$ cat config.mk
export PLATFORM = sky130hd
export DESIGN_NAME = bcd_to_bin
export DESIGN_NICKNAME = d
export VERILOG_FILES = /design/src/rtl/bcd_to_bin_pkg.sv /design/src/rtl/bcd_sub3.sv /design/src/rtl/bcd_to_bin.sv
export SDC_FILE = /design/constraint.sdc
export NUM_CORES = 1
export LEC_CHECK = 0
export CORE_UTILIZATION = 50
export DETAILED_ROUTE_END_ITERATION = 10
export HOLD_SLACK_MARGIN = 0.02
export PLACE_DENSITY = 0.83
export SYNTH_ARGS = -nofsm -noshare
export SYNTH_HDL_FRONTEND = slang
export SYNTH_SLANG_ARGS = --single-unit
$ cat constraint.sdc
create_clock -name clock -period 2.5 [get_ports clock]
set_input_delay 0.25 -clock clock [delete_from_list [all_inputs] [get_ports clock]]
set_output_delay 0.25 -clock clock [all_outputs]
set_load 0.01 [all_outputs]
$ cat src/rtl/bcd_to_bin_pkg.sv
// Shared types and constants for the BCD-to-binary converter: FSM states,
// default sizes, iteration count and the per-digit correction constants.
package bcd_to_bin_pkg;

  typedef enum logic [1:0] {
    IDLE   = 2'd0,
    SHIFT  = 2'd1,
    FINISH = 2'd2
  } state_t;

  localparam int NUM_DIGITS = 8;
  localparam int WIDTH      = 32;
  localparam int ITERATIONS = 32;

  localparam logic [3:0] THRESH = 4'd8;
  localparam logic [3:0] ADJ    = 4'd3;

endpackage

$ cat src/rtl/bcd_sub3.sv
// One-digit correction step of the reverse double-dabble: after a right shift,
// a digit that reached THRESH or above is pulled back by ADJ.
module bcd_sub3
  import bcd_to_bin_pkg::*;
(
  input  logic [3:0] digit,
  output logic [3:0] fixed
);

  assign fixed = (digit >= THRESH) ? (digit - ADJ) : digit;

endmodule

$ cat src/rtl/bcd_to_bin.sv
// Sequential 8-digit signed BCD to two's-complement binary converter using the
// shift-right / subtract-3 algorithm, one bit per clock.
module bcd_to_bin #(
  parameter int NUM_DIGITS = bcd_to_bin_pkg::NUM_DIGITS,
  parameter int WIDTH      = bcd_to_bin_pkg::WIDTH
) (
  input  logic             clock,
  input  logic             reset_n,
  input  logic             start,
  input  logic [3:0]       first,
  input  logic [3:0]       second,
  input  logic [3:0]       third,
  input  logic [3:0]       fourth,
  input  logic [3:0]       fifth,
  input  logic [3:0]       sixth,
  input  logic [3:0]       seventh,
  input  logic [3:0]       eighth,
  input  logic             neg,
  output logic [WIDTH-1:0] binary,
  output logic             busy,
  output logic             done,
  output logic             error
);

  import bcd_to_bin_pkg::*;

  localparam int BCD_W = 4 * NUM_DIGITS;
  localparam logic [4:0] LAST_ITER = 5'(ITERATIONS - 1);

  state_t           state;
  logic [BCD_W-1:0] bcd_q;
  logic [WIDTH-1:0] bin_q;
  logic             sign_q;
  logic             error_pending;
  logic [4:0]       cnt;

  logic [BCD_W-1:0] bcd_in;
  logic [BCD_W-1:0] bcd_shr;
  logic [BCD_W-1:0] bcd_adj;
  logic [WIDTH-1:0] bin_shr;
  logic             bad_digit;

  function automatic logic [WIDTH-1:0] apply_sign(input logic [WIDTH-1:0] mag,
                                                  input logic             is_neg);
    logic signed [WIDTH-1:0] s_mag;
    s_mag = signed'(mag);
    return is_neg ? unsigned'(-s_mag) : mag;
  endfunction

  assign bcd_in = {eighth, seventh, sixth, fifth, fourth, third, second, first};

  always_comb begin
    bad_digit = 1'b0;
    for (int i = 0; i < NUM_DIGITS; i++) begin
      if (bcd_in[4*i +: 4] > 4'd9) bad_digit = 1'b1;
    end
  end

  // The {bcd, bin} pair shifts right as one word; each digit is then corrected.
  assign bcd_shr = {1'b0, bcd_q[BCD_W-1:1]};
  assign bin_shr = {bcd_q[0], bin_q[WIDTH-1:1]};

  for (genvar g = 0; g < NUM_DIGITS; g++) begin : g_fix
    bcd_sub3 u_sub3 (
      .digit (bcd_shr[4*g +: 4]),
      .fixed (bcd_adj[4*g +: 4])
    );
  end

  always_ff @(posedge clock or negedge reset_n) begin
    if (!reset_n) begin
      state         <= IDLE;
      bcd_q         <= '0;
      bin_q         <= '0;
      sign_q        <= 1'b0;
      error_pending <= 1'b0;
      cnt           <= '0;
      binary        <= '0;
      busy          <= 1'b0;
      done          <= 1'b0;
      error         <= 1'b0;
    end else begin
      done <= 1'b0;
      case (state)
        IDLE: begin
          if (start) begin
            bcd_q         <= bcd_in;
            sign_q        <= neg;
            bin_q         <= '0;
            cnt           <= '0;
            busy          <= 1'b1;
            error_pending <= bad_digit;
            state         <= bad_digit ? FINISH : SHIFT;
          end
        end
        SHIFT: begin
          bcd_q <= bcd_adj;
          bin_q <= bin_shr;
          cnt   <= cnt + 5'd1;
          if (cnt == LAST_ITER) state <= FINISH;
        end
        FINISH: begin
          // Negating a zero magnitude stays zero, so no negative zero appears.
          binary <= error_pending ? '0 : apply_sign(bin_q, sign_q);
          error  <= error_pending;
          done   <= 1'b1;
          busy   <= 1'b0;
          state  <= IDLE;
        end
        default: state <= IDLE;
      endcase
    end
  end

endmodule
==> summary.txt <==
Post-CTS setup repair buffer count -> 0
# rows -> 37
GR Overflow Total -> 0
Largest net degree at the start of global routing -> 53
Placed instance area -> 6360 um2
CP Launch Type -> flop
Reg2reg start -> bin_q[1]
Worst rel slew slack -> 38.6%
Power consumption -> 3580 uW
Setup TNS -> 0 ps
Sequential share of the synthesized area -> 49.3%
Vias in the first global route -> 4297
Cts bufs inserted -> 9
FF+latch count, synth -> 108
Max IR drop VDD -> 0.308 mV
Final period utilization -> 83.1%
Async S/R FF share, synth -> 100%
Core ar. -> 10500 um2
Finish-stage setup viols -> 0
Post-synth EDFFs -> 0
Initial drt markers -> 251
CTS tree -> done
Clk slew on worst S/H paths -> 110 ps
Setup WS post-layout -> 422 ps
WL/cell -> 16.3 um
Total number of vias -> 4356
Number of nets in the layout -> 658
Worst EP required -> 2760 ps
DR vias/cell -> 5.85
Place WS -> 359 ps
CTS sink cnt -> 108
Placer Congestion -> 0.868
CTS Hold Bufs -> 1
Clock Path Buffers -> 2
Fmax -> 0.481 GHz
Total GRT Usage -> 22.8%
Final antenna-violating net count -> 0
FF-to-FF path depth -> 7
Initial antenna violation count -> 0
Critical path peak fanout -> 5
Worst Tran Pin Value -> 920 ps
Pins over their slew limit -> 0
First-pass GRT wire length -> 20400 um
Metal3 WL -> 666 um
Die Height -> 107 um
Initial Util -> 52.4%
Hold Path Class -> input port to async pin
Most frequent cells in the layout -> 108 x dfrtp_1, 93 x nand2_1, 69 x clkdlybuf4s50_1
Avg Inst Size Synth -> 10.1 um2
Mapped cell area -> 5480 um2
Critical Path Sink Type -> flop
Final core occ -> 62.6%
R2R setup slack -> 420 ps
Antenna fix cells -> 0
WP data arrival -> 2340 ps
Worst-skew pair later-pin latency -> 390 ps
Die X -> 107 um
Cell count after synthesis -> 544
Design Area, Final -> 6550 um2
Setup Skew -> 17.3 ps
Wire length on met2 -> 5900 um
Max-cap violation count -> 0
1st-pass router iterations -> 4
Critical path class -> flop to flop
P_leak -> 0.00299 uW
Outcome -> complete, no violations
Port Buffers -> 70
Reg2Reg Capture Point -> binary[26]
Power per cell area -> 547 nW/um2
Full die area -> 11400 um2
Synth Warn # -> 0
Final hold viol count -> 0
Layout cells sized above 1 -> 8.05%
Commonest non-fill, non-tap cell in the layout -> dfrtp_1
Maximum level of the CTS H-tree -> 3
Post-synth cell types -> 43
P&R area growth vs syn -> 19.4%
Clock root cell -> clkbuf_8
Detailed placer's ending HPWL -> 8520 um
Top Ports -> 71
Final Critical Period -> 2080 ps
Met1 Wirelength -> 5370 um
Final WL -> 12100 um
RSZ-0062 raised after global routing -> no
Synth Flop Type -> dfrtp_1
Post-cts gate resize count -> 0
DRC viols -> 0
Synth Net Count -> 597
Highest metal used -> met4
## stage by stage
step	cells	hold WS, ps
floorplan	544	-45.6
global placement	729	197
detailed placement	729	199
CTS	745	328
global route	745	338
finish	745	324
## synthesized netlist by cell type (8+ instances only)
cell type / instances / area (um2)
a31oi_1: 18 / 113
a22oi_1: 13 / 97.6
clkbuf_1: 31 / 116
ha_1: 17 / 213
a21oi_1: 8 / 40.0
nand2_1: 93 / 349
o31ai_1: 20 / 150
nand2b_1: 13 / 81.3
dfrtp_1: 108 / 2700
o21ai_1: 21 / 105
o21ai_0: 35 / 175
xnor2_1: 8 / 70.1
a22o_1: 32 / 280
inv_1: 20 / 75.1
xor2_1: 36 / 315
## final cells by class
cell class / instances / area, um2
clock inverters: 5 / 42.5
multi-input cells: 380 / 2570
inverters: 20 / 75.1
fillers: 860 / 3920
clock buffers: 10 / 138
repair buffers: 86 / 846
well taps: 136 / 170
flip-flops and latches: 108 / 2700
## report_power, final
part / switching, uW / leakage (uW) / total (uW) / internal (uW)
registers: 133 / 0.00143 / 1990 / 1860
clock network: 613 / 0.0000898 / 1010 / 397
logic: 321 / 0.00147 / 582 / 261
## worst max-delay path: stages (launching register included)
cell and delay (ps):
dfrtp_1 430, inv_1 90, ha_1 150, nor2b_1 330
nand4b_1 270, o41ai_1 410, xor2_1 200, o21ai_1 80
## worst max-delay path by stage
stage / slack (ps) / depth (start not counted) / from / end
floorplan: 650 / 5 / bin_q[27] / binary[31]
global placement: 480 / 5 / start / cnt[2]
CTS: 420 / 7 / bin_q[0] / binary[18]
global route: 230 / 7 / bin_q[0] / binary[18]
detailed placement: 360 / 6 / start / bcd_q[28]
finish: 420 / 7 / bin_q[1] / binary[26]
## per-layer routing
metal | vias up | GRT usage (%)
li1 | 2053 | -
met5 | - | 0
met4 | 0 | 9.39
met1 | 2140 | 30.1
met3 | 16 | 3.04
met2 | 147 | 37.9
## cell families (layout without fill, tap and decap cells)
kind of cell | count (synthesis) | in the layout | synth area share [%]
muxes | 3 | 3 | 0.570
DFF | 108 | 108 | 49.3
adders and majority gates | 17 | 17 | 3.88
buffers and inverters | 56 | 121 | 3.88
xor gates and xnor gates | 44 | 44 | 7.03
AOI/OAI and AO/OA | 172 | 172 | 22.2
and+or+nand+nor | 144 | 144 | 13.1
## registers in the layout (all words and copies together), names as in the netlist
| name | cells |
|---|---|
| binary | 32 |
| state | 2 |
| busy | 1 |
| cnt | 5 |
| bcd_q | 32 |
| error | 1 |
| bin_q | 32 |
| error_pending | 1 |
| done | 1 |
| sign_q | 1 |
(Power assumes the default switching activity.)
